## src/rtl/cp0_pkg.sv

```systemverilog
// CP0 register-file constants shared by the register file and its timer.
// Register indices, ExcCode values, and the Status stack shift width.
package cp0_pkg;

    // CP0 register indices as seen on the rd bus
    localparam logic [4:0] CP0_COUNT   = 5'd9;
    localparam logic [4:0] CP0_COMPARE = 5'd11;
    localparam logic [4:0] CP0_STATUS  = 5'd12;
    localparam logic [4:0] CP0_CAUSE   = 5'd13;
    localparam logic [4:0] CP0_EPC     = 5'd14;

    // ExcCode values the core presents on the cause bus
    localparam logic [4:0] EXC_SYSCALL = 5'd8;
    localparam logic [4:0] EXC_BREAK   = 5'd9;
    localparam logic [4:0] EXC_TEQ     = 5'd13;

    // Status acts as a stack of 5-bit mode fields: push on exception, pop on eret
    localparam int STATUS_SHIFT = 5;

    // Assemble the architectural Cause word; every unlisted bit reads 0
    function automatic logic [31:0] cause_word(input logic       ip7,
                                               input logic [1:0] sw_ip,
                                               input logic [4:0] exc_code);
        return {16'h0000, ip7, 5'b00000, sw_ip, 1'b0, exc_code, 2'b00};
    endfunction

endpackage

```

## src/rtl/cp0_timer.sv

```systemverilog
// Count/Compare timer with the IP7 pending flag.
// Count free-runs and wraps; a write to Count loads it instead of incrementing.
// IP7 sets when the updated Count equals the updated Compare and is cleared by a
// write to Compare; a clear on the same edge as a set wins.
module cp0_timer (
    input  logic        clk,
    input  logic        reset,
    input  logic        count_we,
    input  logic        compare_we,
    input  logic [31:0] wdata,
    output logic [31:0] count,
    output logic [31:0] compare,
    output logic        ip7
);

    logic [31:0] count_next;
    logic [31:0] compare_next;

    assign count_next   = count_we   ? wdata : count + 32'd1;
    assign compare_next = compare_we ? wdata : compare;

    // Advance Count, hold/load Compare, and track the match flag
    always_ff @(posedge clk or negedge reset) begin
        if (!reset) begin
            count   <= '0;
            compare <= '0;
            ip7     <= 1'b0;
        end else begin
            count   <= count_next;
            compare <= compare_next;
            if (compare_we)
                ip7 <= 1'b0;
            else if (count_next == compare_next)
                ip7 <= 1'b1;
        end
    end

endmodule

```

## src/rtl/cp0_regfile.sv

```systemverilog
// Coprocessor-0 register file: mfc0/mtc0 access, exception entry and eret.
// Holds Status, Cause (software IP and ExcCode fields) and EPC; supplies the
// PC redirect target on exc_addr. Event priority: exception > eret > mtc0.
// Optional build macro CP0_TIMER_EN adds Count/Compare and the timer interrupt;
// without it Count/Compare read 0, Cause[15] is 0 and intr is tied low.
module cp0_regfile
    import cp0_pkg::*;
#(
    parameter logic [31:0] EXC_VECTOR   = 32'h0000_0004,
    parameter logic [31:0] STATUS_RESET = 32'h0000_0000
) (
    input  logic        clk,
    input  logic        reset,
    input  logic        mfc0,
    input  logic        mtc0,
    input  logic [31:0] pc,
    input  logic [4:0]  rd,
    input  logic [31:0] wdata,
    input  logic        exception,
    input  logic        eret,
    input  logic [4:0]  cause,
    output logic [31:0] rdata,
    output logic [31:0] status,
    output logic [31:0] exc_addr,
    output logic        intr
);

    logic [31:0] status_q;
    logic [31:0] epc_q;
    logic [1:0]  sw_ip_q;
    logic [4:0]  exc_code_q;
    logic [31:0] count;
    logic [31:0] compare;
    logic        ip7;
    logic        mtc0_win;
    logic [31:0] cause_q;

    // A write only lands when no exception or eret claims the same edge
    assign mtc0_win = mtc0 & ~exception & ~eret;
    assign cause_q  = cause_word(ip7, sw_ip_q, exc_code_q);
    assign status   = status_q;
    assign exc_addr = eret ? epc_q : EXC_VECTOR;

`ifdef CP0_TIMER_EN
    cp0_timer u_timer (
        .clk        (clk),
        .reset      (reset),
        .count_we   (mtc0_win && (rd == CP0_COUNT)),
        .compare_we (mtc0_win && (rd == CP0_COMPARE)),
        .wdata      (wdata),
        .count      (count),
        .compare    (compare),
        .ip7        (ip7)
    );

    assign intr = status_q[0] & status_q[15] & ip7;
`else
    assign count   = '0;
    assign compare = '0;
    assign ip7     = 1'b0;
    assign intr    = 1'b0;
`endif

    // Status/Cause/EPC update with exception > eret > mtc0 priority
    // NOTE: sequential state uses non-blocking assignments so every register
    // samples pre-edge values regardless of statement order.
    always_ff @(posedge clk or negedge reset) begin
        if (!reset) begin
            status_q   <= STATUS_RESET;
            epc_q      <= '0;
            sw_ip_q    <= '0;
            exc_code_q <= '0;
        end else if (exception) begin
            epc_q      <= pc;
            exc_code_q <= cause;
            status_q   <= {status_q[31-STATUS_SHIFT:0], {STATUS_SHIFT{1'b0}}};
        end else if (eret) begin
            status_q   <= {{STATUS_SHIFT{1'b0}}, status_q[31:STATUS_SHIFT]};
        end else if (mtc0_win) begin
            case (rd)
                CP0_STATUS: status_q <= wdata;
                CP0_EPC:    epc_q    <= wdata;
                CP0_CAUSE:  sw_ip_q  <= wdata[9:8];
                default:    ;
            endcase
        end
    end

    // Zero-latency read mux; reads show pre-edge values
    // NOTE: rdata gets a default before the case so no path infers a latch.
    always_comb begin
        rdata = '0;
        if (mfc0) begin
            case (rd)
                CP0_COUNT:   rdata = count;
                CP0_COMPARE: rdata = compare;
                CP0_STATUS:  rdata = status_q;
                CP0_CAUSE:   rdata = cause_q;
                CP0_EPC:     rdata = epc_q;
                default:     rdata = '0;
            endcase
        end
    end

endmodule

```

## config.mk

```make
export PLATFORM = sky130hd
export DESIGN_NAME = cp0_regfile
export DESIGN_NICKNAME = d
export VERILOG_FILES = /design/src/rtl/cp0_pkg.sv /design/src/rtl/cp0_timer.sv /design/src/rtl/cp0_regfile.sv
export SDC_FILE = /design/constraint.sdc
export NUM_CORES = 1
export LEC_CHECK = 0
export CAP_MARGIN = 25
export CORE_ASPECT_RATIO = 0.9
export CORE_MARGIN = 5
export CORE_UTILIZATION = 49
export DETAILED_ROUTE_END_ITERATION = 12
export PLACE_DENSITY_LB_ADDON = 0.12
export REMOVE_ABC_BUFFERS = 1
export SKIP_CTS_REPAIR_TIMING = 1
export SYNTH_ARGS = -nofsm -noshare
export SYNTH_HDL_FRONTEND = slang
export SYNTH_SLANG_ARGS = --single-unit
```

## constraint.sdc

```tcl
create_clock -name clk -period 4.55 [get_ports clk]
set_input_delay 1.365 -clock clk [delete_from_list [all_inputs] [get_ports clk]]
set_output_delay 1.365 -clock clk [all_outputs]
set_load 0.02 [all_outputs]
```

; ---- After elaboration in Yosys (flattened, before gate mapping)
; Index checks and enable logic that the tools add are counted.
[word_totals]
reg_bits = 71
inputBits = 80
elab_cells = 30
[classes]
eq_ne = 4
mux = 11
bitwise_logic = 4
reduce_logical = 7
[op_table]
columns = op, count
row1 = 2-to-1 mux 32 bit, 10
row2 = case mux 32 bit (3 select lines), 1
row3 = "== test 5 x 4 -> 1 bit, second input constant", 3
row4 = nonzero test 3 bit, 2
row5 = AND reduction 4 bit, 1
row6 = nonzero test 2 bit, 2
row7 = AND reduction 3 bit, 1
row8 = bitwise AND 1 bit, 2
row9 = "inequality test 2 bit, second input constant", 1
row10 = NOT 1 bit, 2
row11 = AND reduction 2 bit, 1

; ---- Depth between registers and ports, before layout
[logic_depth]
word_depth = 6
mapped_depth = 6

; ---- Least setup slack after synthesis
; Ideal clock, no wire load.
[synth_path]
path_type = in2out
startpoint = input rd[4]
endpoint = output rdata[7]
arrival_ps = 2627
required_time_ps = 3185
path_slack_ps = 558
path_stages = 6
path_buffers = 3
cell_sequence = and3b_1 > buf_2 > buf_2 > clkbuf_1 > nand3_1 > a21oi_1
[synth_via]
elab_chain_cells = 3
elab_cells_between_ends = 5
cone_classes = eq/ne: 3 / mux: 2
[synth_rtl]
columns = element, line
row1 = "start, declared", cp0_regfile.sv:17  ; input logic [4:0] rd,
row2 = == test 5 x 4 -> 1 bit, cp0_regfile.sv:94  ; case (rd)
row3 = case mux 32 bit (3 select lines) *, cp0_regfile.sv:94
row4 = 2-to-1 mux 32 bit *, cp0_regfile.sv:93  ; if (mfc0) begin
row5 = "end, declared", cp0_regfile.sv:22  ; output logic [31:0] rdata,
; Mark *: on every way between the ends. The rest lies on a longest branch, timed or not.

; ---- Final worst setup path
[layout_path]
startpoint = input rd[4]
endpoint = output rdata[6]
; Same word-level chain as after synthesis.

==> results.sh <==
export IMPL_synth_distinct_cells=35
export IMPL_clock_skew_ns=0.0112
export IMPL_setup_ws_ns=0.133
export IMPL_cts_buffer_depth=2
export IMPL_synth_edf_count=0
export IMPL_drtIter0Drc=579
export IMPL_synth_most_common_cell="dfrtp_1"
export IMPL_fin_util_pct=75.2
export IMPL_antenna_cells=0
export IMPL_clk_pin_slew_ns=0.07
export IMPL_nNetsFinal=827
export IMPL_detail_route_vias_per_cell=6.37
export IMPL_clock_sinks=71
export IMPL_insertion_delay_ns=0.35
export IMPL_ys_seq_elements=71
export IMPL_numPortBuffers=175
export IMPL_routed_wl_microns=18100
export IMPL_crit_slowest_cell="clkdlybuf4s50_1"
export IMPL_grt_pass1_vias=5608
export IMPL_worstPathArrival_ns=3.05
export IMPL_synth_ff_type="dfrtp_1"
export IMPL_num_vias=5583
export IMPL_netlist_instances=590
export IMPL_dieArea_sq_um=12200
export IMPL_dr_pass1_iters=5
export IMPL_h_tree_depth=3
export IMPL_synth_area_leaders="dfrtp_1 (36%), nand3_1 (6.7%), mux2_2 (6.6%), o311ai_0 (6.0%), nand4b_1 (5.3%)"
export IMPL_synth_common_cells="dfrtp_1 (71), nand3_1 (66), nand2_1 (64), clkbuf_1 (40), inv_1 (37)"
export IMPL_post_place_ws_ns=-0.257
export IMPL_path_class="in2out"
export IMPL_crit_chain="clkdlybuf4s50_1, and3b_4, buf_12, nand4b_1, a31oi_1, dlymetal6s2s_1"
export IMPL_worstPathMaxFanout=35
export IMPL_status="complete, no violations"
export IMPL_synth_top_area_share_pct=36.1
export IMPL_drive_above_1_share_pct=12.8
export IMPL_grt_use_total_pct=29.7
export IMPL_dieWidth_microns=116
export IMPL_ys_seq_area_share_pct=36.1
export IMPL_finalHoldViolCount=0
export IMPL_hp_class="reg2reg"
export IMPL_fp_dieH_microns=105
export IMPL_period_share_pct=97.1
export IMPL_p_leak_nw=3.25
export IMPL_syn_area_sq_um=4920
export IMPL_drc=0
export IMPL_cts_root_buf="clkbuf_8"
export IMPL_cp_end_kind="output port"
export IMPL_tightest_slew_ns=0.933
export IMPL_power_density_nw_per_um2=261
export IMPL_slew_viol_final=0
export IMPL_setup_tns_ns=0
export IMPL_dpl_hpwl_microns=12100
export IMPL_max_freq_mhz=226
export IMPL_syn2layout_area_growth_pct=48.8
export IMPL_ir_drop_uv=198
export IMPL_boundaryPins=177
export IMPL_syn_avg_cell_area_sq_um=8.34
export IMPL_cts_buffers=9
export IMPL_rsz0062_at_grt="false"
export IMPL_yosysTopAreaCell="dfrtp_1"
export IMPL_grt_antenna_before_repair=1
export IMPL_crit_buf_inv=3
export IMPL_fin_crit_ns=4.42
export IMPL_grt_max_degree=94
export IMPL_wl_per_cell_microns=20.7
export IMPL_cpPeakStageDelay_ns=0.43
export IMPL_maxCapViolations=0
export IMPL_setup_violations=0
export IMPL_grt_pass1_wl_microns=29400
export IMPL_worstPathRequired_ns=3.18
export IMPL_core_sq_um=9740
export IMPL_crit_path_start_kind="input pin"
export IMPL_crit_family="buffers and inverters"
export IMPL_initial_utilization_pct=50.5
export IMPL_rows=34
export IMPL_postSynth_asyncResetShare_pct=100
export IMPL_gp_congestion=0.893
export IMPL_ant_nets=0
export IMPL_grt_overflow=0
export IMPL_maxSlewHeadroom_pct=37.8
export IMPL_synth_warning_count=0
export IMPL_cts_tree="built"
==> final timing paths <==
check                      depth (start not counted)                        end                      start  slack, ns
max                                                6                   rdata[6]                      rd[4]       0.13
min reg2reg                                        1  exc_code_q[3]$_DFFE_PN0P_  exc_code_q[3]$_DFFE_PN0P_       0.52
max in group asynchronous                          2       epc_q[2]$_DFFE_PN0P_                      reset       3.21
min in group asynchronous                          2      epc_q[23]$_DFFE_PN0P_                      reset       1.01
min                                                1  exc_code_q[3]$_DFFE_PN0P_  exc_code_q[3]$_DFFE_PN0P_       0.52
max reg2reg                                        3      status[6]$_DFFE_PN0P_     status[11]$_DFFE_PN0P_       3.29
==> flip-flops by register name (all words and copies together) (netlist names) <==
| name | cells |
|---|---|
| exc_code_q | 5 |
| epc_q | 32 |
| status | 32 |
| sw_ip_q | 2 |
==> routing by layer <==
layer | track usage, % | share of wire [%]
met5 | 0 | 0.072
met4 | 10.3 | 1.7
met3 | 7.34 | 9.7
met2 | 47.1 | 49
met1 | 39.6 | 40
==> power by group <==
| group | internal (W) | switching [W] | total (W) |
|---|---|---|---|
| sequential | 0.000700 | 0.0000798 | 0.000779 |
| clock | 0.000319 | 0.000247 | 0.000567 |
| combinational | 0.000282 | 0.000281 | 0.000563 |
| total | 0.00130 | 0.000608 | 0.00191 |
==> final cells by class <==
type | instances | area [sq um]
Sequential cell | 71 | 1780
Clock inverter | 4 | 70.1
Clock buffer | 11 | 141
Fill cell | 760 | 2420
Tap cell | 126 | 158
Multi-Input combinational cell | 412 | 2750
Inverter | 37 | 139
Timing Repair Buffer | 216 | 2290
==> layout by cell type (no fill, tap or decap), types with 28 or more instances in the layout <==
| master | n |
|---|---|
| dfrtp_1 | 71 |
| nand3_1 | 65 |
| mux2_2 | 29 |
| clkdlybuf4s50_1 | 140 |
| nand2_1 | 64 |
| a21oi_1 | 28 |
| inv_1 | 37 |
| dlymetal6s2s_1 | 32 |
| o311ai_0 | 34 |
| and2_1 | 31 |
| buf_4 | 31 |
| nand4b_1 | 30 |
| nand4_1 | 35 |
==> through the flow <==
step	hold WS (ns)	power, W	cells	cell area (sq um)
2_1_floorplan	0.479	0.00101	520	4630
3_3_place_gp	0.490	0.00133	860	7000
3_5_place_dp	0.498	0.00134	860	7000
4_1_cts	0.516	0.00191	875	7210
5_1_grt	0.536	0.00199	877	7320
6_report	0.518	0.00191	877	7320
==> kinds of logic after synthesis <==
| family | Yosys count | synth area share (%) |
|---|---|---|
| simple gates | 257 | 29.9 |
| compound gates | 125 | 18.5 |
| buf+inv | 107 | 8.85 |
| flops | 71 | 36.1 |
| mux | 29 | 6.63 |
| other cells | 1 | 0.0762 |
==> worst reg2reg max path: stages, from the launching register on <==
cell and delay (ns):
dfrtp_1 0.45, mux2_2 0.31, a22oi_1 0.19, o211ai_1 0.16
Note: power is estimated with default switching activity, not from simulation.
